**config.mk**
```make
export PLATFORM = sky130hd
export DESIGN_NAME = pe_drain
export DESIGN_NICKNAME = d
export VERILOG_FILES = /design/src/rtl/pe_drain.sv
export SDC_FILE = /design/constraint.sdc
export NUM_CORES = 1
export LEC_CHECK = 0
export CORE_MARGIN = 1.5
export CORE_UTILIZATION = 60
export DETAILED_ROUTE_END_ITERATION = 8
export PLACE_DENSITY_LB_ADDON = 0.15
export SYNTH_ARGS = -nofsm -noshare
export SYNTH_HDL_FRONTEND = slang
export SYNTH_SLANG_ARGS = --single-unit
```
**constraint.sdc**
```tcl
create_clock -name clk -period 5.63 [get_ports clk]
set_input_delay 1.126 -clock clk [delete_from_list [all_inputs] [get_ports clk]]
set_output_delay 1.126 -clock clk [all_outputs]
set_load 0.02 [all_outputs]
```
**src/rtl/pe_drain.sv**
```systemverilog
// pe_drain: output collector at the bottom of one PE-array column.
// Requantises ACC_BW accumulator words to MUL_BW fixed point (saturating),
// buffers them in a DEPTH-entry FIFO and presents them on a valid/ready stream.
// Optional feature: define PE_DRAIN_RND_EN to round half-up instead of floor.
module pe_drain #(
    parameter int INT_BW = 5,
    parameter int FRA_BW = 9,
    parameter int MUL_BW = 16,
    parameter int ACC_BW = 32,
    parameter int DEPTH  = 8
) (
    input  logic                   clk,
    input  logic                   rst,
    input  logic                   in_vld,
    input  logic [ACC_BW-1:0]      o_i,
    output logic                   out_vld,
    input  logic                   out_rdy,
    output logic [MUL_BW-1:0]      out_data,
    output logic [$clog2(DEPTH):0] cnt,
    output logic [15:0]            sat_cnt,
    output logic                   ovf,
    input  logic                   clr
);
    localparam int AW = $clog2(DEPTH);
    localparam int CW = AW + 1;

    // Elaboration-time guard against parameter sets the datapath cannot handle.
    if (DEPTH < 2 || (DEPTH & (DEPTH - 1)) != 0 || INT_BW < 0 || FRA_BW < 2 ||
        MUL_BW + FRA_BW > ACC_BW) begin : g_bad_params
        $error("pe_drain: unsupported parameter set");
    end

    // ---------------------------------------------------------------
    // Stage 1: shift (floor or round-half-up) then saturate
    // ---------------------------------------------------------------
`ifdef PE_DRAIN_RND_EN
    // One extra bit so adding the half-LSB can never wrap the accumulator.
    localparam int TW = ACC_BW + 1;
    localparam logic [TW-1:0] RND_HALF = {{(TW-FRA_BW){1'b0}}, 1'b1, {(FRA_BW-1){1'b0}}};
    logic [TW-1:0]        rnd_sum;
    logic signed [TW-1:0] t_shift;
    assign rnd_sum = {o_i[ACC_BW-1], o_i} + RND_HALF;
    assign t_shift = $signed(rnd_sum) >>> FRA_BW;
`else
    localparam int TW = ACC_BW;
    logic signed [TW-1:0] t_shift;
    assign t_shift = $signed(o_i) >>> FRA_BW;
`endif

    localparam logic signed [TW-1:0] SAT_HI = {{(TW-MUL_BW+1){1'b0}}, {(MUL_BW-1){1'b1}}};
    localparam logic signed [TW-1:0] SAT_LO = {{(TW-MUL_BW+1){1'b1}}, {(MUL_BW-1){1'b0}}};

    logic [MUL_BW-1:0] s1_data_d, s1_data_q;
    logic              s1_sat_d, s1_sat_q;
    logic              s1_vld_q;

    // Clamp the shifted value to the signed MUL_BW range, flagging saturation.
    always_comb begin
        s1_sat_d  = 1'b0;
        s1_data_d = t_shift[MUL_BW-1:0];
        if (t_shift > SAT_HI) begin
            s1_sat_d  = 1'b1;
            s1_data_d = {1'b0, {(MUL_BW-1){1'b1}}};
        end else if (t_shift < SAT_LO) begin
            s1_sat_d  = 1'b1;
            s1_data_d = {1'b1, {(MUL_BW-1){1'b0}}};
        end
    end

    // Stage-1 pipeline register; the array never stalls, so it loads every cycle.
    always_ff @(posedge clk) begin
        if (rst) begin
            s1_vld_q  <= 1'b0;
            s1_data_q <= '0;
            s1_sat_q  <= 1'b0;
        end else begin
            s1_vld_q  <= in_vld;
            s1_data_q <= s1_data_d;
            s1_sat_q  <= s1_sat_d;
        end
    end

    // ---------------------------------------------------------------
    // Stage 2: FIFO
    // ---------------------------------------------------------------
    logic [MUL_BW-1:0] mem_q [DEPTH];
    logic [AW-1:0]     wptr_q, wptr_d, rptr_q, rptr_d;
    logic [CW-1:0]     cnt_q, cnt_d;
    logic [MUL_BW-1:0] head_q, head_d;
    logic              pop, full, wr_en, drop;

    // Pointer/occupancy bookkeeping and next head word.
    always_comb begin
        pop    = (cnt_q != '0) && out_rdy;
        full   = (cnt_q == CW'(DEPTH));
        // A pop frees a slot in the same cycle, so a full FIFO still accepts.
        wr_en  = s1_vld_q && (!full || pop);
        drop   = s1_vld_q && full && !pop;
        wptr_d = wr_en ? wptr_q + AW'(1) : wptr_q;
        rptr_d = pop   ? rptr_q + AW'(1) : rptr_q;
        cnt_d  = cnt_q + CW'(wr_en) - CW'(pop);
        // Head is a registered read; it holds its last value when empty.
        head_d = head_q;
        if (cnt_d != '0) begin
            // Nothing left after the pop: the only entry is the one being written.
            if (cnt_q == CW'(pop)) head_d = s1_data_q;
            else                   head_d = mem_q[rptr_d];
        end
    end

    // FIFO storage: written only, no reset so it maps onto RAM.
    always_ff @(posedge clk) begin
        if (wr_en) mem_q[wptr_q] <= s1_data_q;
    end

    // FIFO control state and registered head.
    always_ff @(posedge clk) begin
        if (rst) begin
            wptr_q <= '0;
            rptr_q <= '0;
            cnt_q  <= '0;
            head_q <= '0;
        end else begin
            wptr_q <= wptr_d;
            rptr_q <= rptr_d;
            cnt_q  <= cnt_d;
            head_q <= head_d;
        end
    end

    // ---------------------------------------------------------------
    // Status: saturation counter and sticky overflow; clr wins over events
    // ---------------------------------------------------------------
    logic [15:0] sat_cnt_q;
    logic        ovf_q;

    // Count saturated words (written or dropped) and latch any drop.
    always_ff @(posedge clk) begin
        if (rst || clr) begin
            sat_cnt_q <= '0;
            ovf_q     <= 1'b0;
        end else begin
            if (s1_vld_q && s1_sat_q && sat_cnt_q != 16'hFFFF) sat_cnt_q <= sat_cnt_q + 16'd1;
            if (drop) ovf_q <= 1'b1;
        end
    end

    assign out_vld  = (cnt_q != '0);
    assign out_data = head_q;
    assign cnt      = cnt_q;
    assign sat_cnt  = sat_cnt_q;
    assign ovf      = ovf_q;

endmodule

```
==> qor.log <==
qor: floorplanning.die-area 0.0135 mm²
qor: detailed_routing.drt_pre_antenna_iters 5
qor: pwr.intPower 2.82 mW
qor: floorplanning.io_pins 75
qor: worst_setup_path.setup.worst_path.start_class input port
qor: detailed_routing.routed_wire_length_per_instance 19.2 µm
qor: clocking.cts-hold-fix-buffers 0
qor: yosys.synthDominantAreaCellType sky130_fd_sc_hd__edfxtp_1
qor: yosys.synth_top_cell_area_share 49.9%
qor: sta.worst-slew-pin-transition 1160 ps
qor: sta.layout_min_cycle_time 4240 ps
qor: clocking.cts-root-buf sky130_fd_sc_hd__clkbuf_16
qor: worst_setup_path.worst-r2r-cell-count 16
qor: yosys.asyncSetResetFlopFracSynth 0%
qor: worst_setup_path.crit-reg2reg-capture out_data[15]$_SDFFE_PP0P_
qor: layout.num_antenna_cells 0
qor: yosys.synth-edff-count 128
qor: layout.finalNetCount 711
qor: min_path.worstHoldPathCells 2
qor: sta.timing.final.hold_violations 0
qor: pwr.power.density 465 mW/mm²
qor: clocking.cts.repair_timing.setup_buffer_count 0
qor: clocking.cts_made_buffers 17
qor: detailed_routing.vias_per_cell 5.79
qor: sta.max-slew-margin-rel 22.2%
qor: detailed_routing.antenna_left 0
qor: pwr.p_sw 1.42 mW
qor: clocking.clock_latency 430 ps
qor: global_route.first_global_vias 4737
qor: floorplanning.core-area 0.0126 mm²
qor: sta.timing.fmax 236 MHz
qor: sta.fin_worst_skew 10.2 ps
qor: min_path.hold_class reg2reg
qor: yosys.avgSynthCellArea 12.9 µm²
qor: sta.setup_viol_count_final 0
qor: pwr.clkPwrFrac 27.5%
qor: worst_setup_path.crit-reg2reg-launch cnt[2]$_SDFF_PP0_
qor: pwr.power_leakage 3.31 nW
qor: pwr.total_power 4.25 mW
qor: worst_setup_path.critical_path_required 5950 ps
qor: yosys.synth_nets 643
qor: sta.rsz0062_at_grt false
qor: layout.layout_cell_share_with_drive_strength_beyond_1 10.8%
qor: sta.slew_viol_final 0
qor: yosys.synth.cell_area 0.00770 mm²
qor: worst_setup_path.critPathArrivalTime 4560 ps
qor: global_route.grt_first_pass_wirelength 25300 µm
qor: outcome.outcome completed
qor: clocking.clock_path_buffers 2
qor: sta.setup-tns-final 0 ps
qor: worst_setup_path.worst-path-max-fanout 9
qor: worst_setup_path.setup.reg_to_reg.worst_slack 1940 ps
qor: layout.synthToLayoutAreaGrowth 18.6%
qor: detailed_routing.vias 4913
qor: pwr.power.share.sequential 38.6%
qor: global_route.grt_antenna_before_repair 0
qor: min_path.hold-path-endpoint ovf$_SDFFE_PP0P_
qor: global_route.grt.overflow.total 0
qor: worst_setup_path.endpoint_kind register
qor: clocking.post_cts.resized_instances 0
qor: clocking.clock_transition_time_at_the_flip_flop_clock_pins_of_the_worst_setup_and_hold_paths 70 ps
qor: min_path.hp-start ovf$_SDFFE_PP0P_
qor: global_route.grt.total_usage 25.9%
qor: pwr.switching_share 33.5%
qor: yosys.post_synth_num_cell_types 46
qor: floorplanning.die-width 116 µm
qor: clocking.tritoncts yes
qor: yosys.synthesis.yosys.warnings 0
qor: layout.fill_cells 811
qor: detailed_routing.wirelength 16300 µm
qor: global_route.pin_count_of_the_biggest_net_entering_global_routing 58
qor: place.dp_hpwl 9580 µm
qor: floorplanning.floorplan.initialDensity 61.3%
qor: yosys.post_synth_inst_count 596
qor: yosys.synthesized_flop_and_latch_total 189
qor: sta.final.period_utilization 75.3%
qor: job.maxCapViolCount 0
qor: yosys.yosysSeqAreaShare 65.7%
qor: floorplanning.row_count 41
qor: clocking.clock_sink_count 189
qor: floorplanning.die_height 116 µm
qor: yosys.synth_flop_cell sky130_fd_sc_hd__edfxtp_1
qor: worst_setup_path.critical_setup_path_class in2reg
qor: pwr.max-vdd-ir-drop 0.377 mV
qor: detailed_routing.detail_route.drc_violations 0
qor: yosys.ys_top_cells_by_area sky130_fd_sc_hd__edfxtp_1, sky130_fd_sc_hd__dfxtp_1, sky130_fd_sc_hd__mux2i_1
qor: place.routabilityCongestion 0.760
qor: pwr.combPwrFrac 33.9%
qor: detailed_routing.drt_iter0_drc 556
qor: clocking.cts.htree.levels 4
qor: place.buffer_ports.inserted 65
## cell usage in the layout, fill, tap and decap left out, types with 4 or more instances in the layout
cell type                         instances
sky130_fd_sc_hd__nor2b_1                  4
sky130_fd_sc_hd__and2_1                   6
sky130_fd_sc_hd__a21oi_1                  7
sky130_fd_sc_hd__nand3_1                 24
sky130_fd_sc_hd__nor2_2                   4
sky130_fd_sc_hd__xnor2_1                 10
sky130_fd_sc_hd__o21ai_0                  4
sky130_fd_sc_hd__o22ai_1                  4
sky130_fd_sc_hd__mux2_2                  13
sky130_fd_sc_hd__nand2_1                 72
sky130_fd_sc_hd__edfxtp_1               128
sky130_fd_sc_hd__buf_4                   11
sky130_fd_sc_hd__mux2i_1                 47
sky130_fd_sc_hd__nand2b_1                 6
sky130_fd_sc_hd__xor2_1                   5
sky130_fd_sc_hd__clkdlybuf4s50_1         65
sky130_fd_sc_hd__a32o_1                  24
sky130_fd_sc_hd__o32ai_1                  6
sky130_fd_sc_hd__o32ai_2                  6
sky130_fd_sc_hd__inv_1                   24
sky130_fd_sc_hd__nor2_1                  70
sky130_fd_sc_hd__clkbuf_16               18
sky130_fd_sc_hd__dfxtp_1                 61
sky130_fd_sc_hd__ha_1                     9
sky130_fd_sc_hd__nand4_1                  8
## stage by stage
step	std cells	setup slack [ps]	utilization, %	cell area [µm²]	hold WS (ps)
floorplan	596	1810	-	7700	462
global placement	817	1120	68.0	8550	468
detailed placement	817	1040	68.0	8550	477
CTS	849	1440	72.7	9140	498
global route	849	1220	72.7	9140	534
finish	849	1390	72.7	9140	491
## power groups by stage
stage	sequential, mW	combinational [mW]	clock [mW]
finish	1.64	1.44	1.17
global route	1.65	1.55	1.24
CTS	1.64	1.43	1.18
detailed placement	1.67	1.43	0
global placement	1.67	1.38	0
floorplan	1.71	0.984	0
## cell type report
class	count	area [µm²]	area share [%]
Clock buffer	21	482	5.27
Tap cell	172	215	2.36
Inverter	24	90.1	0.986
Multi-Input combinational cell	356	2440	26.7
Timing Repair Buffer	76	733	8.03
Sequential cell	189	5060	55.4
Clock inverter	11	106	1.16
## flip-flops by register name, indices dropped and copies added (netlist names)
register and cells:
cnt 4, mem_q 128, out_data 16, ovf 1
rptr_q 3, s1_data_q 16, s1_sat_q 1, s1_vld_q 1
sat_cnt 16, wptr_q 3
## critical path, cell delays in order
cell and delay [ps]:
sky130_fd_sc_hd__clkdlybuf4s50_1 590, sky130_fd_sc_hd__nand2b_1 100, sky130_fd_sc_hd__nand3_1 80, sky130_fd_sc_hd__and2_0 270, sky130_fd_sc_hd__inv_1 100, sky130_fd_sc_hd__ha_1 310, sky130_fd_sc_hd__inv_1 60, sky130_fd_sc_hd__ha_1 160
sky130_fd_sc_hd__inv_1 60, sky130_fd_sc_hd__fa_1 370, sky130_fd_sc_hd__xor2_1 170, sky130_fd_sc_hd__nand4b_1 140, sky130_fd_sc_hd__nand2_1 370, sky130_fd_sc_hd__buf_4 350, sky130_fd_sc_hd__o32ai_1 310
## cell families after synthesis
group	count (synthesis)	share of synthesized area (%)
xor gates and xnor gates	17	2.18
AOI/OAI and AO/OA	57	6.92
adders and majority gates	10	1.72
and+or+nand+nor	212	12.3
buffers and inverters	51	3.18
muxes	60	8.01
DFF	189	65.7
## synthesized netlist by cell type, types with 2 or more instances
cell                       count
sky130_fd_sc_hd__a21oi_1       7
sky130_fd_sc_hd__a32o_1       24
sky130_fd_sc_hd__and2_1        6
sky130_fd_sc_hd__and3_1        2
sky130_fd_sc_hd__buf_1         2
sky130_fd_sc_hd__buf_2         4
sky130_fd_sc_hd__buf_4         5
sky130_fd_sc_hd__buf_6         4
sky130_fd_sc_hd__clkbuf_1     12
sky130_fd_sc_hd__dfxtp_1      61
sky130_fd_sc_hd__edfxtp_1    128
sky130_fd_sc_hd__ha_1          9
sky130_fd_sc_hd__inv_1        24
sky130_fd_sc_hd__mux2_2       13
sky130_fd_sc_hd__mux2i_1      47
sky130_fd_sc_hd__nand2_1      72
sky130_fd_sc_hd__nand2b_1      6
sky130_fd_sc_hd__nand3_1      24
sky130_fd_sc_hd__nand4_1       8
sky130_fd_sc_hd__nor2_1       73
sky130_fd_sc_hd__nor2b_1       4
sky130_fd_sc_hd__nor3_1        5
sky130_fd_sc_hd__o21ai_0       4
sky130_fd_sc_hd__o22ai_1       4
sky130_fd_sc_hd__o32ai_1       6
sky130_fd_sc_hd__o32ai_2       6
sky130_fd_sc_hd__or2_2         2
sky130_fd_sc_hd__or3_1         2
sky130_fd_sc_hd__xnor2_1      11
sky130_fd_sc_hd__xor2_1        5
## routing by layer
layer  up-vias  track usage, %  wire length [µm]
met5         -               0                 0
met4         0            11.5               289
met3        25            4.67              1110
met2       186            40.3              7970
met1      2399            36.0              6960
li1       2303               -                 -
## worst max path at each step
stage	endpoint	start	slack [ps]
global placement	out_data[15]$_SDFFE_PP0P_	out_rdy	1120
detailed placement	out_data[15]$_SDFFE_PP0P_	out_rdy	1040
global route	out_data[15]$_SDFFE_PP0P_	out_rdy	1220
finish	out_data[15]$_SDFFE_PP0P_	out_rdy	1390
floorplan	out_data[10]$_SDFFE_PP0P_	out_rdy	1810
CTS	out_data[15]$_SDFFE_PP0P_	out_rdy	1440
(Power assumes the default switching activity.)
